<file path="config.mk">
export PLATFORM = sky130hd
export DESIGN_NAME = dram_bank
export DESIGN_NICKNAME = d
export VERILOG_FILES = /design/src/rtl/dram_bank.sv
export SDC_FILE = /design/constraint.sdc
export NUM_CORES = 1
export LEC_CHECK = 0
export CAP_MARGIN = 20
export CORE_AREA = 3 3 136 105
export CTS_BUF_LIST = sky130_fd_sc_hd__clkbuf_16
export CTS_CLUSTER_DIAMETER = 50
export DETAILED_ROUTE_END_ITERATION = 10
export DIE_AREA = 0 0 139 108
export PLACE_DENSITY = 0.64
export SETUP_SLACK_MARGIN = 0.3
export SYNTH_ARGS = -nofsm -noshare
export SYNTH_HDL_FRONTEND = slang
export SYNTH_SLANG_ARGS = --single-unit
export TNS_END_PERCENT = 50
</file>
<file path="constraint.sdc">
create_clock -name clk -period 3.3 [get_ports clk]
set_input_delay 0.825 -clock clk [delete_from_list [all_inputs] [get_ports clk]]
set_output_delay 0.825 -clock clk [all_outputs]
set_load 0.02 [all_outputs]
</file>
<file path="src/rtl/dram_bank.sv">
// -----------------------------------------------------------------------------
// dram_bank
//   Behavioural DRAM bank: a DEPTH x DATA_W array in which every row carries a
//   retention timer. A row whose timer has reached zero has lost its contents.
//   Reads of such a row return zero and flag decay_err. A two-step refresh
//   sequencer (REF_ACT, REF_RST) walks the rows round-robin. It reloads the
//   timer of a row that is still live; an expired row stays expired.
//
//   Optional feature macro: DRAM_AUTO_REFRESH_EN
//     When defined, a free-running counter raises a refresh request every
//     REF_PERIOD cycles, in addition to the manual refresh input.
//
// Parameters
//   DATA_W      word width
//   ADDR_W      address width, DEPTH = 2**ADDR_W rows
//   RETENTION   cycles a row stays live after a write or refresh (>= 2)
//   REF_PERIOD  cycles between auto-refresh requests (>= 1)
//
// Ports
//   clk        clock, rising edge
//   rst_n      synchronous active-low reset
//   req        access request, accepted on an edge where req && ready
//   we         1 = write, 0 = read
//   addr       row address
//   din        write data
//   refresh    manual refresh request pulse
//   ready      bank can accept an access this cycle
//   rvalid     one-cycle read-data-valid pulse
//   dout       read data, held between reads
//   decay_err  pulses with rvalid when the row read had expired
//   ref_busy   refresh sequence in progress
// -----------------------------------------------------------------------------
module dram_bank #(
  parameter int DATA_W     = 8,
  parameter int ADDR_W     = 3,
  parameter int RETENTION  = 64,
  parameter int REF_PERIOD = 4
) (
  input  logic              clk,
  input  logic              rst_n,
  input  logic              req,
  input  logic              we,
  input  logic [ADDR_W-1:0] addr,
  input  logic [DATA_W-1:0] din,
  input  logic              refresh,
  output logic              ready,
  output logic              rvalid,
  output logic [DATA_W-1:0] dout,
  output logic              decay_err,
  output logic              ref_busy
);

  localparam int DEPTH = 2 ** ADDR_W;
  localparam int TMR_W = $clog2(RETENTION + 1);
  localparam logic [TMR_W-1:0] RELOAD = TMR_W'(RETENTION);

  if (RETENTION < 2 || REF_PERIOD < 1) begin : g_param_check
    $error("dram_bank: RETENTION must be >= 2 and REF_PERIOD >= 1");
  end

  typedef enum logic [1:0] {
    IDLE    = 2'd0,
    REF_ACT = 2'd1,
    REF_RST = 2'd2
  } state_t;

  state_t              state;
  logic [ADDR_W-1:0]   ref_ptr;
  logic                ref_pending;
  logic                row_live_q;   // liveness of ref_ptr sampled in REF_ACT
  logic                ref_tick;     // auto-refresh request (0 when disabled)
  logic                ref_req;
  logic                start_ref;
  logic                accept;
  logic                wr_acc;
  logic                rd_acc;
  logic                rd_live;

  logic [DATA_W-1:0]   mem   [DEPTH];
  logic [TMR_W-1:0]    timer [DEPTH];

  // ---------------------------------------------------------------------------
  // Optional periodic refresh request
  // ---------------------------------------------------------------------------
`ifdef DRAM_AUTO_REFRESH_EN
  localparam int CNT_W = (REF_PERIOD > 1) ? $clog2(REF_PERIOD) : 1;
  localparam logic [CNT_W-1:0] CNT_LAST = CNT_W'(REF_PERIOD - 1);

  logic [CNT_W-1:0] tick_cnt;

  always_ff @(posedge clk) begin
    if (!rst_n) begin
      tick_cnt <= '0;
    end else if (tick_cnt == CNT_LAST) begin
      tick_cnt <= '0;
    end else begin
      tick_cnt <= tick_cnt + 1'b1;
    end
  end

  assign ref_tick = (tick_cnt == CNT_LAST);
`else
  assign ref_tick = 1'b0;
`endif

  // ---------------------------------------------------------------------------
  // Handshake
  // ---------------------------------------------------------------------------
  assign ref_req   = refresh | ref_tick;
  assign start_ref = (state == IDLE) && ref_pending;
  assign ready     = rst_n && (state == IDLE) && !ref_pending;
  assign ref_busy  = (state != IDLE);

  // A refresh request arriving on the same edge as an access wins: the access
  // is not taken, and ready drops next cycle because ref_pending is then set.
  assign accept  = ready && req && !ref_req;
  assign wr_acc  = accept && we;
  assign rd_acc  = accept && !we;
  assign rd_live = (timer[addr] != '0);

  // ---------------------------------------------------------------------------
  // Refresh sequencer
  // ---------------------------------------------------------------------------
  // NOTE: every clocked block uses non-blocking assignments so that all
  // registers sample the pre-edge values of each other, whatever the order.
  always_ff @(posedge clk) begin
    if (!rst_n) begin
      state       <= IDLE;
      ref_ptr     <= '0;
      ref_pending <= 1'b0;
      row_live_q  <= 1'b0;
    end else begin
      // A request landing on the edge that consumes the pending flag is a new
      // request and survives; requests while already pending merge.
      ref_pending <= ref_req | (ref_pending & ~start_ref);

      unique case (state)
        IDLE: begin
          if (ref_pending) state <= REF_ACT;
        end
        REF_ACT: begin
          row_live_q <= (timer[ref_ptr] != '0);
          state      <= REF_RST;
        end
        REF_RST: begin
          ref_ptr <= ref_ptr + 1'b1;   // wraps mod DEPTH
          state   <= IDLE;
        end
        default: state <= IDLE;
      endcase
    end
  end

  // ---------------------------------------------------------------------------
  // Retention timers: reload on write or on refresh of a live row, otherwise
  // count down and stick at zero. The reload takes precedence over the
  // decrement. Writes and REF_RST never coincide, since ready is low in
  // REF_RST.
  // ---------------------------------------------------------------------------
  always_ff @(posedge clk) begin
    if (!rst_n) begin
      for (int i = 0; i < DEPTH; i++) timer[i] <= '0;
    end else begin
      for (int i = 0; i < DEPTH; i++) begin
        if ((wr_acc && addr == ADDR_W'(i)) ||
            (state == REF_RST && row_live_q && ref_ptr == ADDR_W'(i))) begin
          timer[i] <= RELOAD;
        end else if (timer[i] != '0) begin
          timer[i] <= timer[i] - 1'b1;
        end
      end
    end
  end

  // ---------------------------------------------------------------------------
  // Storage array
  // ---------------------------------------------------------------------------
  // NOTE: the array has no reset. Its contents are masked by the timers,
  // which are all cleared by reset, so clearing the array would buy nothing.
  always_ff @(posedge clk) begin
    if (wr_acc) mem[addr] <= din;
  end

  // ---------------------------------------------------------------------------
  // Read return path: one-cycle latency; dout holds between reads
  // ---------------------------------------------------------------------------
  always_ff @(posedge clk) begin
    if (!rst_n) begin
      rvalid    <= 1'b0;
      decay_err <= 1'b0;
      dout      <= '0;
    end else begin
      rvalid    <= rd_acc;
      decay_err <= rd_acc && !rd_live;
      if (rd_acc) dout <= rd_live ? mem[addr] : '0;
    end
  end

endmodule

</file>
==> impl_metrics.toml <==
[synth]
syn-num-nets = 544
yosysMostFrequentCell = "edfxtp_1"
syn-cell-area_um2 = 6500
synth_top_area_frac = 0.554
ys_seq_area_frac = 0.616
synth_top_area_cell = "edfxtp_1"
synthCells = 506
synth_cell_types = 53
ys_warn_count = 0
yosys-top-cells-count = "edfxtp_1, nor2_1, inv_1, nand2_1"
ys_ff_latch = 140
synth.avg_cell_area_um2 = 12.9
synthArstFlopShare = 0
yosys-top-cells-area = "edfxtp_1, dfxtp_1, mux4_2"
synthFlopType = "edfxtp_1"
synth-edff-count = 120

[layout]
drive_above_1_share = 0.139
fin_area_um2 = 7710
fin_util = 0.594
nFillCells = 1020
finalNetCount = 595
area_growth_pct = 18.5
diodes = 0

[critical_path]
cp_cell_sequence = "clkdlybuf4s50_1 > or4b_1 > inv_1 > clkbuf_2"
cp_slowest_stage_delay_ps = 480
required_ps = 2470
startpoint_type = "primary input"
end_kind = "primary output"
critPathArrivalTime_ps = 2020
worst-path-max-fanout = 2
crit_slowest_cell = "clkdlybuf4s50_1"
critPathKind = "in2out"

[clock_tree]
clk_pin_slew_ps = 60
htreeDepth = 4
cts-root-buf = "clkbuf_16"
tritoncts = "yes"
cts.sinks = 140
cts_buffers = 17
clk_path_buf_depth = 2
cts_setup_buffers = 0
insertion_delay_ps = 420

[floorplanning]
io_pins = 28
start_util = 0.501
coreArea_um2 = 13000
die-area_um2 = 15000
fp.dieH_um = 108
rows = 36
die_w_um = 139

[power]
p_int_mw = 4.30
power_frac_comb = 0.259
p_switching_mw = 1.92
powerDensity_nw_per_um2 = 808
swShare = 0.309
fin_total_pwr_mw = 6.23
peakVddDrop_mv = 0.417
p_seq_frac = 0.421
p_leak_nw = 2.89
clkPwrFrac = 0.320

[timing]
finalMaxSlewViolations = 0
fin_crit_ps = 2840
finalCritPeriodShare = 0.861
setup_viol = 0
maxSlewHeadroom = 0.533
tightest_slew_ps = 694
rsz0062_at_grt = "no"
clock_skew_ps = 11.3
final_hold_viol_count = 0
fmax_ghz = 0.352
finalWorstSetupSlack_ps = 458
final.setup.tns_ps = 0

[place]
dpl_cell_area_um2 = 7090
pre_cts_ws_ps = 29.2
portBuffers = 27
place_congestion = 0.833
hpwl_mm = 9.30

[drt]
drt-total-wl_mm = 13.2
drt-pass1-iter-count = 5
drtAntennaViolNets = 0
wl_per_cell_um = 17.8
route.detailed.drc = 0
drt_iter0_drc = 375
vias = 4080
via_per_inst = 5.51

[min_path]
hp-class = "reg2reg"

[global_route]
antenna_found_initial = 0
grt_overflow = 0
grt_pass1_vias = 4128
track_usage = 0.189
grt_pass1_wl_mm = 21.7
grt_max_degree = 24

[run]
cap_violations = 0

[status]
outcome = "completed"
registers in the layout (all words and copies together), names as in the netlist, named ones only:
signal	flops
ref_ptr	3
decay_err	1
dout	8
row_live_q	1
state	2
rvalid	1
mem	64
ref_pending	1
timer	56
layout make-up:
cell class | instances | area, um^2 | area share
Inverter | 33 | 125 | 0.0162
Clock buffer | 17 | 425 | 0.0552
Timing Repair Buffer | 43 | 410 | 0.0533
Multi-Input combinational cell | 322 | 2330 | 0.302
Tap cell | 171 | 214 | 0.0278
Sequential cell | 140 | 4000 | 0.520
Clock inverter | 15 | 198 | 0.0257
critical path, delay by kind of cell:
family	cells	cell delay [ps]
buf+inv	3	730
simple gates	1	460
cell usage in the layout (no fill, tap or decap), types with 3 or more instances in the layout:
master,n
o21ai_0,3
ha_1,22
nor3b_1,3
dfxtp_1,20
nor3_1,15
nand4_1,9
mux4_2,16
mux2_2,7
o21a_1,3
xnor2_1,22
nor2_1,80
or4_1,3
clkinv_2,3
a32o_1,6
nand3_1,11
or3_1,6
o31ai_1,6
clkdlybuf4s50_1,26
a31oi_1,10
bufinv_16,4
edfxtp_1,120
clkbuf_16,17
inv_1,33
nand2b_1,6
nand3b_1,4
nor4_1,5
a21oi_1,19
nand2_1,28
buf_4,14
xor2_1,8
clkinv_4,4
mux2i_1,3
nor2b_1,3
timing repair:
action | 4_1_cts | 5_1_grt
endpoints found under the hold margin | 0 | 0
resized for setup | 2 | 1
setup endpoints to repair | 1 | 1
hold buffers | 0 | 0
worst paths after layout:
path	startpoint	endpoint	slack, ps	cells past startpoint
min reg2reg	ref_pending	state[0]	450	2
max	rst_n	ready	460	4
min	ref_pending	state[0]	450	2
max reg2reg	state[1]	timer[3][5]	940	7
cells by family (layout without fill, tap and decap cells):
kind of cell	Yosys count	count (layout)	share of synthesized area
XOR/XNOR	30	30	0.0404
flip-flops	140	140	0.616
buffers and inverters	44	108	0.0264
AND/OR/NAND/NOR	184	184	0.138
AO/OA/AOI/OAI	60	60	0.0650
multiplexers	26	26	0.0721
adder cells (fa/ha/maj)	22	22	0.0423
through the flow:
step	instances	hold slack, ps
global placement	709	433
finish	741	447
global route	741	476
CTS	741	450
detailed placement	709	441
floorplan	506	422
layer usage:
layer  global-route usage  vias up  share of wire
li1                     -     1990              -
met1                0.275     1994           0.49
met2                0.280       86           0.44
met3               0.0553       10          0.059
met4               0.0552        0         0.0065
met5                    0        -              0
power groups by stage:
stage	Sequential (mW)	Clock, mW	Combinational (mW)
after global placement	2.64	0	1.55
final	2.62	1.99	1.61
after detailed placement	2.65	0	1.60
after floorplan	2.58	0	1.26
after CTS	2.62	2.03	1.62
after global routing	2.67	2.10	1.85
Note: power is estimated with default switching activity, not from simulation.
